==> config.mk <==
export PLATFORM = sky130hd
export DESIGN_NAME = divider
export DESIGN_NICKNAME = d
export VERILOG_FILES = /design/src/rtl/div_pkg.sv /design/src/rtl/div_step.sv /design/src/rtl/divider.sv
export SDC_FILE = /design/constraint.sdc
export NUM_CORES = 1
export LEC_CHECK = 0
export CAP_MARGIN = 20
export CORE_MARGIN = 2
export CORE_UTILIZATION = 58
export CTS_CLUSTER_DIAMETER = 50
export DETAILED_ROUTE_END_ITERATION = 10
export PLACE_DENSITY = 0.82
export RECOVER_POWER = 25
export SYNTH_ARGS = -nofsm -noshare
export SYNTH_HDL_FRONTEND = slang
export SYNTH_SLANG_ARGS = --single-unit
==> constraint.sdc <==
create_clock -name clk -period 8.6 [get_ports clk]
set_input_delay 2.15 -clock clk [delete_from_list [all_inputs] [get_ports clk]]
set_output_delay 2.15 -clock clk [all_outputs]
set_load 0.01 [all_outputs]
==> src/rtl/div_pkg.sv <==
// Shared encodings and defaults for the sequential divider and multiplier.
// Optional zero-divisor shortcut in divider: DIV_ZERO_DETECT_EN.
package div_pkg;

    localparam int DIV_WIDTH = 64;
    localparam int DIV_CNT_W = 7;

    typedef enum logic [1:0] {
        ST_IDLE = 2'b00,
        ST_EXEC = 2'b01,
        ST_DONE = 2'b10,
        ST_BAD  = 2'b11
    } state_t;

endpackage

==> src/rtl/div_step.sv <==
// One restoring-division step: trial subtract of |divisor| from the
// shifted partial remainder, producing the next remainder and quotient bit.
module div_step
    import div_pkg::*;
#(
    parameter int WIDTH = DIV_WIDTH
) (
    input  logic [WIDTH:0]   rem_sh,
    input  logic [WIDTH-1:0] dsr,
    output logic [WIDTH-1:0] rem_nxt,
    output logic             q_bit
);

    logic w_ge;

    // A non-negative trial always fits in WIDTH bits, so the low bits suffice.
    assign w_ge    = (rem_sh >= {1'b0, dsr});
    assign q_bit   = w_ge;
    assign rem_nxt = w_ge ? (rem_sh[WIDTH-1:0] - dsr) : rem_sh[WIDTH-1:0];

endmodule

==> src/rtl/divider.sv <==
// Sequential signed restoring divider, one quotient bit per clock.
// Define DIV_ZERO_DETECT_EN for the one-cycle zero-divisor path.
module divider
    import div_pkg::*;
#(
    parameter int WIDTH = DIV_WIDTH,
    parameter int CNT_W = DIV_CNT_W
) (
    input  logic             clk,
    input  logic             reset_n,
    input  logic [WIDTH-1:0] dividend,
    input  logic [WIDTH-1:0] divisor,
    input  logic             op_start,
    input  logic             op_clear,
    output logic             op_done,
    output logic [WIDTH-1:0] quotient,
    output logic [WIDTH-1:0] remainder,
`ifdef DIV_ZERO_DETECT_EN
    output logic             div_by_zero,
`endif
    output logic [1:0]       state,
    output logic [CNT_W-1:0] count
);

    state_t           r_state;
    logic [CNT_W-1:0] r_count;
    logic [WIDTH-1:0] r_dvd;
    logic [WIDTH-1:0] r_rem;
    logic [WIDTH-1:0] r_dsr;
    logic [WIDTH-1:0] r_quot;
    logic [WIDTH-1:0] r_remo;
    logic             r_sign_q;
    logic             r_sign_r;
    logic             r_done;
`ifdef DIV_ZERO_DETECT_EN
    logic             r_dbz;
`endif

    logic [WIDTH-1:0] w_dvd_abs;
    logic [WIDTH-1:0] w_dsr_abs;
    logic [WIDTH-1:0] w_rem_nxt;
    logic [WIDTH-1:0] w_qmag;
    logic             w_qbit;
    logic             w_last;

    assign w_dvd_abs = dividend[WIDTH-1] ? -dividend : dividend;
    assign w_dsr_abs = divisor[WIDTH-1] ? -divisor : divisor;
    assign w_qmag    = {r_dvd[WIDTH-2:0], w_qbit};
    assign w_last    = (r_count == CNT_W'(WIDTH - 1));

    div_step #(
        .WIDTH(WIDTH)
    ) u_step (
        .rem_sh (
            {r_rem, r_dvd[WIDTH-1]}
        ),
        .dsr    (r_dsr),
        .rem_nxt(w_rem_nxt),
        .q_bit  (w_qbit)
    );

    always_ff @(posedge clk or negedge reset_n) begin
        if (!reset_n) begin
            r_state  <= ST_IDLE;
            r_count  <= '0;
            r_dvd    <= '0;
            r_rem    <= '0;
            r_dsr    <= '0;
            r_quot   <= '0;
            r_remo   <= '0;
            r_sign_q <= 1'b0;
            r_sign_r <= 1'b0;
            r_done   <= 1'b0;
`ifdef DIV_ZERO_DETECT_EN
            r_dbz    <= 1'b0;
`endif
        end else if (op_clear) begin
            r_state <= ST_IDLE;
            r_count <= '0;
            r_quot  <= '0;
            r_remo  <= '0;
            r_done  <= 1'b0;
`ifdef DIV_ZERO_DETECT_EN
            r_dbz   <= 1'b0;
`endif
        end else begin
            case (r_state)
                ST_IDLE: begin
                    if (op_start) begin
`ifdef DIV_ZERO_DETECT_EN
                        if (divisor == '0) begin
                            r_state <= ST_DONE;
                            r_quot  <= '1;
                            r_remo  <= dividend;
                            r_done  <= 1'b1;
                            r_dbz   <= 1'b1;
                        end else
`endif
                        begin
                            r_dvd    <= w_dvd_abs;
                            r_dsr    <= w_dsr_abs;
                            r_rem    <= '0;
                            r_sign_q <= dividend[WIDTH-1] ^ divisor[WIDTH-1];
                            r_sign_r <= dividend[WIDTH-1];
                            r_count  <= '0;
                            r_state  <= ST_EXEC;
                        end
                    end
                end
                ST_EXEC: begin
                    r_rem   <= w_rem_nxt;
                    r_dvd   <= w_qmag;
                    r_count <= r_count + 1'b1;
                    if (w_last) begin
                        r_state <= ST_DONE;
                        r_done  <= 1'b1;
                        r_quot  <= r_sign_q ? -w_qmag : w_qmag;
                        r_remo  <= r_sign_r ? -w_rem_nxt : w_rem_nxt;
                    end
                end
                ST_DONE: begin
                    r_state <= ST_DONE;
                end
                default: begin
                    r_state <= ST_IDLE;
                    r_count <= '0;
                    r_done  <= 1'b0;
                end
            endcase
        end
    end

    assign op_done   = r_done;
    assign quotient  = r_quot;
    assign remainder = r_remo;
    assign state     = r_state;
    assign count     = r_count;
`ifdef DIV_ZERO_DETECT_EN
    assign div_by_zero = r_dbz;
`endif

endmodule

* Word level (Yosys, flattened, before mapping)
Cells that the tools add are included.
** Cells by class
- Order comparisons :: 1
- Eq/ne operators :: 8
- Add/sub/neg operators :: 6
- Mux-type cells :: 25
- Reductions and logical operators :: 11
- Bitwise logic cells :: 2
** Operators with widths (number)
- 64-bit 2-to-1 mux :: 13
- 64-bit negator :: 4
- 64-bit one-hot mux with 2 select lines :: 2
- 65-bit by 64-bit greater-or-equal comparator with 1-bit output :: 1
- 64-bit subtractor :: 1
- 7-bit one-hot mux with 3 select lines :: 1
- 7-bit 2-to-1 mux :: 2
- 2-bit AND reduction :: 4
- 7-bit by 1-bit adder with 7-bit output (second input constant) :: 1
- 7-bit by 6-bit equality test with 1-bit output (second input constant) :: 1
- 2-bit 2-to-1 mux :: 3
- 3-bit != test (second input constant) :: 2
- 2-bit one-hot mux with 3 select lines :: 1
- 3-bit AND reduction :: 2
- 2-bit nonzero test :: 3
- 2-bit != test (second input constant) :: 2
- 2-bit by 1-bit equality test with 1-bit output (second input constant) :: 1
- 2-bit equality test (second input constant) :: 1
- 2-bit zero test :: 1
- 1-bit 2-to-1 mux :: 2
- 2-bit by 1-bit != test with 1-bit output (second input constant) :: 1
- 1-bit one-hot mux with 2 select lines :: 1
- 2-bit OR reduction :: 1
- 1-bit inverter :: 1
- 1-bit XOR :: 1
** Storage, ports and cells
- Register bits :: 332
- Word-level logic and storage cells :: 63
- Output and inout bits :: 138

* Longest topological paths before layout
- Depth after elaboration :: 7
- Gate-level depth with buffers :: 32
- Mapped depth without buffers :: 26

* By module
A second synthesis with hierarchy kept.
** Unflattened totals
- Cell total of the unflattened synthesis :: 2886
- Area total of the unflattened synthesis :: 23348.6 um^2
** Modules (own cells, without submodules)
- divider :: area each 18547.8 um^2, cells each 2115, times used 1
- div_step :: area each 4800.9 um^2, cells each 771, times used 1

* Worst setup path before layout
No wires, ideal clock.
- Path kind :: flip-flop to flip-flop
- Start point :: reg r_rem[45]
- End point :: reg r_remo[60], in the netlist remainder[60]
- Stages on the path, launching flop included :: 30
- Path buffers :: 6
- Data arrival time :: 6261 ps
- Period minus slack after synthesis :: 6390 ps
- Data required time :: 8471 ps
- Setup slack :: 2210 ps
- Cell sequence :: dfrtp_1 > ha_1 > buf_2 > a21o_1 > a21o_1 > a221oi_1 > a21boi_0 > a21o_1 > buf_4 > nand2_4 > inv_2 > buf_2 > buf_1 > buf_1 > clkbuf_1 > o21ai_0 > inv_1 > ha_1 > nand2_1 > or3_1 > nand2b_1 > nand2b_1 > or4_1 > nor4_1 > a31oi_1 > a21oi_1 > nand4_1 > o41ai_1 > xnor2_1 > o21ai_1
** Between the ends
- Word-level cells in the longest chain between the ends :: 7
- Elaborated cells between the ends (all ways) :: 8
- Those cells by class :: add/sub (2); order compare (1); mux (5)
** Ends and longest elaborated chain
- start: declaration :: line divider.sv:28 : logic [WIDTH-1:0] r_rem;
- start signal: assignment :: line divider.sv:111 : r_rem <= w_rem_nxt;
- 64-bit subtractor or 65-bit by 64-bit greater-or-equal comparator with 1-bit output (tied branches) :: line div_step.sv:19, div_step.sv:17
- 64-bit 2-to-1 mux * :: line div_step.sv:19 : assign rem_nxt = w_ge ? (rem_sh[WIDTH-1:0] - dsr) : rem_sh[WIDTH-1:0];
- 64-bit negator :: line divider.sv:118 : r_remo <= r_sign_r ? -w_rem_nxt : w_rem_nxt;
- 64-bit 2-to-1 mux * :: line divider.sv:118
- 64-bit 2-to-1 mux * :: line divider.sv:114 : if (w_last) begin
- 64-bit 2-to-1 mux * :: line divider.sv:87 : case (r_state)
- 64-bit 2-to-1 mux * :: line divider.sv:77 : end else if (op_clear) begin
- end signal: assignment :: line divider.sv:118
- end: declaration :: line divider.sv:31 : logic [WIDTH-1:0] r_remo;
Mark *: on every way between the ends. The rest lies on a longest branch, timed or not. The select of a mux whose other input is x is not followed.
A chain may end at the register's enable or synchronous reset.

* Worst setup path in the final report
- Start point :: reg r_dsr[57]
- End point :: reg r_remo[60], in the netlist remainder[60]
** Between the ends
- Word-level cells in the longest chain between the ends :: 7
- Elaborated cells between the ends (all ways) :: 8
- Those cells by class :: add/sub (2); order compare (1); mux (5)
** Ends and longest elaborated chain
- start: declaration :: line divider.sv:29 : logic [WIDTH-1:0] r_dsr;
- start signal: assignment :: line divider.sv:101 : r_dsr <= w_dsr_abs;
- 64-bit subtractor or 65-bit by 64-bit greater-or-equal comparator with 1-bit output (tied branches) :: line div_step.sv:19, div_step.sv:17
- 64-bit 2-to-1 mux * :: line div_step.sv:19
- 64-bit negator :: line divider.sv:118
- 64-bit 2-to-1 mux * :: line divider.sv:118
- 64-bit 2-to-1 mux * :: line divider.sv:114
- 64-bit 2-to-1 mux * :: line divider.sv:87
- 64-bit 2-to-1 mux * :: line divider.sv:77
Marks and branches as above.

==> impl_metrics.yaml <==
job:
  max-cap-violations: 1
die:
  floorplan.initialDensity_pct: 58.4
  fp.dieArea_sq_mm: 0.0436
  die_w_um: 209
  std_cell_rows: 75
  chipHeight_um: 209
  io-pin-count: 270
  core_area_sq_mm: 0.0417
detailed_routing:
  vias: 24600
  via_per_inst: 6.46
  maxUsedRoutingLayer: "met5"
  route.antenna.remaining_nets: 0
  dr_wl_met3_mm: 8.63
  routed_wl_mm: 85.3
  route.detailed.drc: 0
  drt_first_iter_violations: 2838
  route.met2.wl_mm: 38.8
  route.layer.met1.wl_mm: 34.1
  first_pass_iters: 7
  route.detailed.wl_per_inst_um: 22.4
worst_setup_path:
  timing.critical_path.fanout_max: 10
  critical_path_class: "register to register"
  timing.critical_path.to_type: "register"
  timing.critical_path.required_ns: 9.05
  worstSetupStartpointType: "register"
  endpoint_arrival_time_on_the_critical_path_ns: 7.58
cells_and_area:
  areaGrowthSynthToFinish_pct: 18.6
  util_after_layout_pct: 69.3
  mostFrequentLayoutCell: "sky130_fd_sc_hd__nand2_1"
  stdcell_count: 3804
  highest_count_cells_in_the_layout_ignoring_fill_and_taps: "sky130_fd_sc_hd__nand2_1 (502), sky130_fd_sc_hd__o21ai_0 (448), sky130_fd_sc_hd__dfrtp_1 (331)"
  num-nets-final: 3431
  fillers: 3422
  fin_area_sq_mm: 0.0289
  drive_gt1_share_pct: 4.91
sta:
  final.period_utilization_pct: 82.9
  final.setup.tns_ns: 0
  rsz_0062_raised_after_global_routing: "no"
  tightest_slew_ns: 5.25
  finalMaxSlewViolations: 97
  max_freq_mhz: 140
  clock_skew_ns: 0.0173
  max-slew-margin-rel_pct: -250
  finalHoldViolations: 0
  setup-violations-final: 0
  period_needed_ns: 7.13
synth:
  synth_flop_cell: "sky130_fd_sc_hd__dfrtp_1"
  synth_area_leaders: "sky130_fd_sc_hd__dfrtp_1 (34%), sky130_fd_sc_hd__o21ai_0 (9.2%), sky130_fd_sc_hd__nand2_1 (7.8%)"
  synth_compound_area_share_pct: 23.8
  synth_area_sq_mm: 0.0243
  synth_top_cell_by_area: "sky130_fd_sc_hd__dfrtp_1"
  synth_top_family_by_area: "compound AO/OA/AOI/OAI gates"
  synth.mux.area_fraction_pct: 2.28
  synth.lib_cells_used.distinct: 91
  synth.ff_latch_count: 332
  synth-edff-count: 0
  nets_in_the_synthesized_netlist: 3277
  fraction_of_registers_with_async_set_or_reset_after_synthesis_pct: 100
  synthXorXnorAreaFrac_pct: 10.8
  post_synthesis_adder_cell_area_fraction_pct: 3.79
  synth-seq-area-share_pct: 34.2
  yosys.area.top_type_share_pct: 34.2
  synthesis.area_per_instance_sq_um: 7.92
  count_of_yosys_warnings_during_synthesis: 0
  synth_simple_gate_area_share_pct: 20.7
  post_synth_inst_count: 3072
grt:
  wire_length_of_the_first_global_routing_pass_mm: 132
  gr-total-overflow: 0
  grt_usage_pct: 38.4
  grt_pass1_vias: 23300
  grt_max_degree: 166
  grt_antenna_before_repair: 5
placed_design:
  gp_routability_congestion: 1.07
  hpwl_reported_at_the_end_of_detailed_placement_mm: 64.1
  port_buffers: 269
  placed_cell_count: 3714
  placedInstanceArea_sq_mm: 0.0271
clock_network:
  post_cts_resized: 0
  cts_setup_buffers: 0
  cts_buffers: 45
  htree_levels: 2
  cts_num_sinks: 332
  cts.root.buffer_cell: "sky130_fd_sc_hd__clkbuf_16"
  clk_pin_slew_ns: 0.06
  clock_tree.buffer_depth: 3
  clock_tree_from_tritoncts: "built"
  holdBufCountCts: 0
  worst_skew_pair.late_latency_ns: 0.59
min_path:
  min-delay-path-class: "register to register"
outcome:
  outcome: "finished with violations"
  failed_checks: "max-capacitance violations, max-slew violations"
## cell type report
cell class	instances	area, sq um	area share [%]
inverter	92	345	1.20
clock inverter	27	374	1.30
clock buffer	54	1240	4.31
multi-input combinational	2463	15000	51.9
tap	539	674	2.34
sequential	332	8310	28.8
timing repair buffer	292	2930	10.1
antenna	5	12.5	0.0434
## state kept, by name, summed over array words and instances, names as in the netlist
name / count
count: 7
r_rem: 64
quotient: 64
r_dsr: 64
state: 2
r_sign_q: 1
r_dvd: 64
r_sign_r: 1
op_done: 1
remainder: 64
## per-stage QoR
step           worst slack (ns)  hold slack, ns
5_1_grt                    1.10           0.497
3_5_place_dp               1.71           0.469
2_1_floorplan              2.21           0.443
3_3_place_gp               1.81           0.460
4_1_cts                    1.65           0.484
6_report                   1.47           0.476
## path summary, 6_finish.rpt
| check | from | to | slack (ns) | depth (start not counted) |
|---|---|---|---|---|
| min in group asynchronous | reset_n | quotient[37] | 3.47 | 1 |
| worst min-delay path | remainder[5] | remainder[5] | 0.48 | 2 |
| max in group asynchronous | reset_n | r_rem[53] | 2.08 | 2 |
| worst max-delay path | r_dsr[57] | remainder[60] | 1.47 | 23 |
| worst max register to register | r_dsr[57] | remainder[60] | 1.47 | 23 |
| worst min register to register | remainder[5] | remainder[5] | 0.48 | 2 |
## cells in the mapped netlist, drive strengths merged (6+ instances only)
master,count
a2111oi,7
a211oi,14
a21boi,8
a21o,24
a21oi,185
a221o,6
a22o,7
a31oi,21
and2,13
and3,10
and4,6
buf,45
clkbuf,140
dfrtp,332
ha,72
inv,92
mux2i,51
nand2,504
nand2b,25
nand3,43
nand3b,10
nand4,50
nand4b,6
nor2,203
nor2b,8
nor3,57
nor3b,6
nor4,21
o211ai,20
o21a,14
o21ai,458
o21bai,7
o22ai,8
o31ai,81
o41ai,39
or2,21
or3,49
or4,39
xnor2,92
xor2,209
## routing by layer
metal,up-vias,GRT usage (%)
li1,11300,-
met5,-,0
met1,11700,50.3
met3,232,9.65
met4,2,15.5
met2,1316,61.0
## kinds of logic (layout without fill, tap and decap cells)
logic type                 Yosys count  after routing
AOI/OAI and AO/OA                  956            956
xor gates and xnor gates           301            301
adders and majority gates           73             73
buffers and inverters              277            465
DFF                                332            332
muxes                               55             55
other                                0              5
and+or+nand+nor                   1078           1078
## critical path: stages (launching register included)
cell and delay [ns]:
sky130_fd_sc_hd__dfrtp_1 0.36, sky130_fd_sc_hd__inv_1 0.13, sky130_fd_sc_hd__ha_1 0.48, sky130_fd_sc_hd__nand2_1 0.36, sky130_fd_sc_hd__nor3_1 0.74, sky130_fd_sc_hd__nand4b_1 0.23, sky130_fd_sc_hd__nor3_1 0.39, sky130_fd_sc_hd__nor2_2 0.12
sky130_fd_sc_hd__nand2_4 0.09, sky130_fd_sc_hd__inv_2 0.11, sky130_fd_sc_hd__mux2i_1 0.26, sky130_fd_sc_hd__ha_1 0.23, sky130_fd_sc_hd__nand2_1 0.07, sky130_fd_sc_hd__or3_1 0.33, sky130_fd_sc_hd__nand2b_1 0.19, sky130_fd_sc_hd__nand2b_1 0.17
sky130_fd_sc_hd__or4_1 0.51, sky130_fd_sc_hd__nor4_1 0.26, sky130_fd_sc_hd__a31oi_1 0.19, sky130_fd_sc_hd__a21oi_1 0.63, sky130_fd_sc_hd__nand4_1 0.42, sky130_fd_sc_hd__o41ai_1 0.49, sky130_fd_sc_hd__xnor2_1 0.16, sky130_fd_sc_hd__o21ai_1 0.07
Power is left out: the tool's default activity adds up to more than one toggle a clock period on the data nets, which glitch-free logic cannot reach.
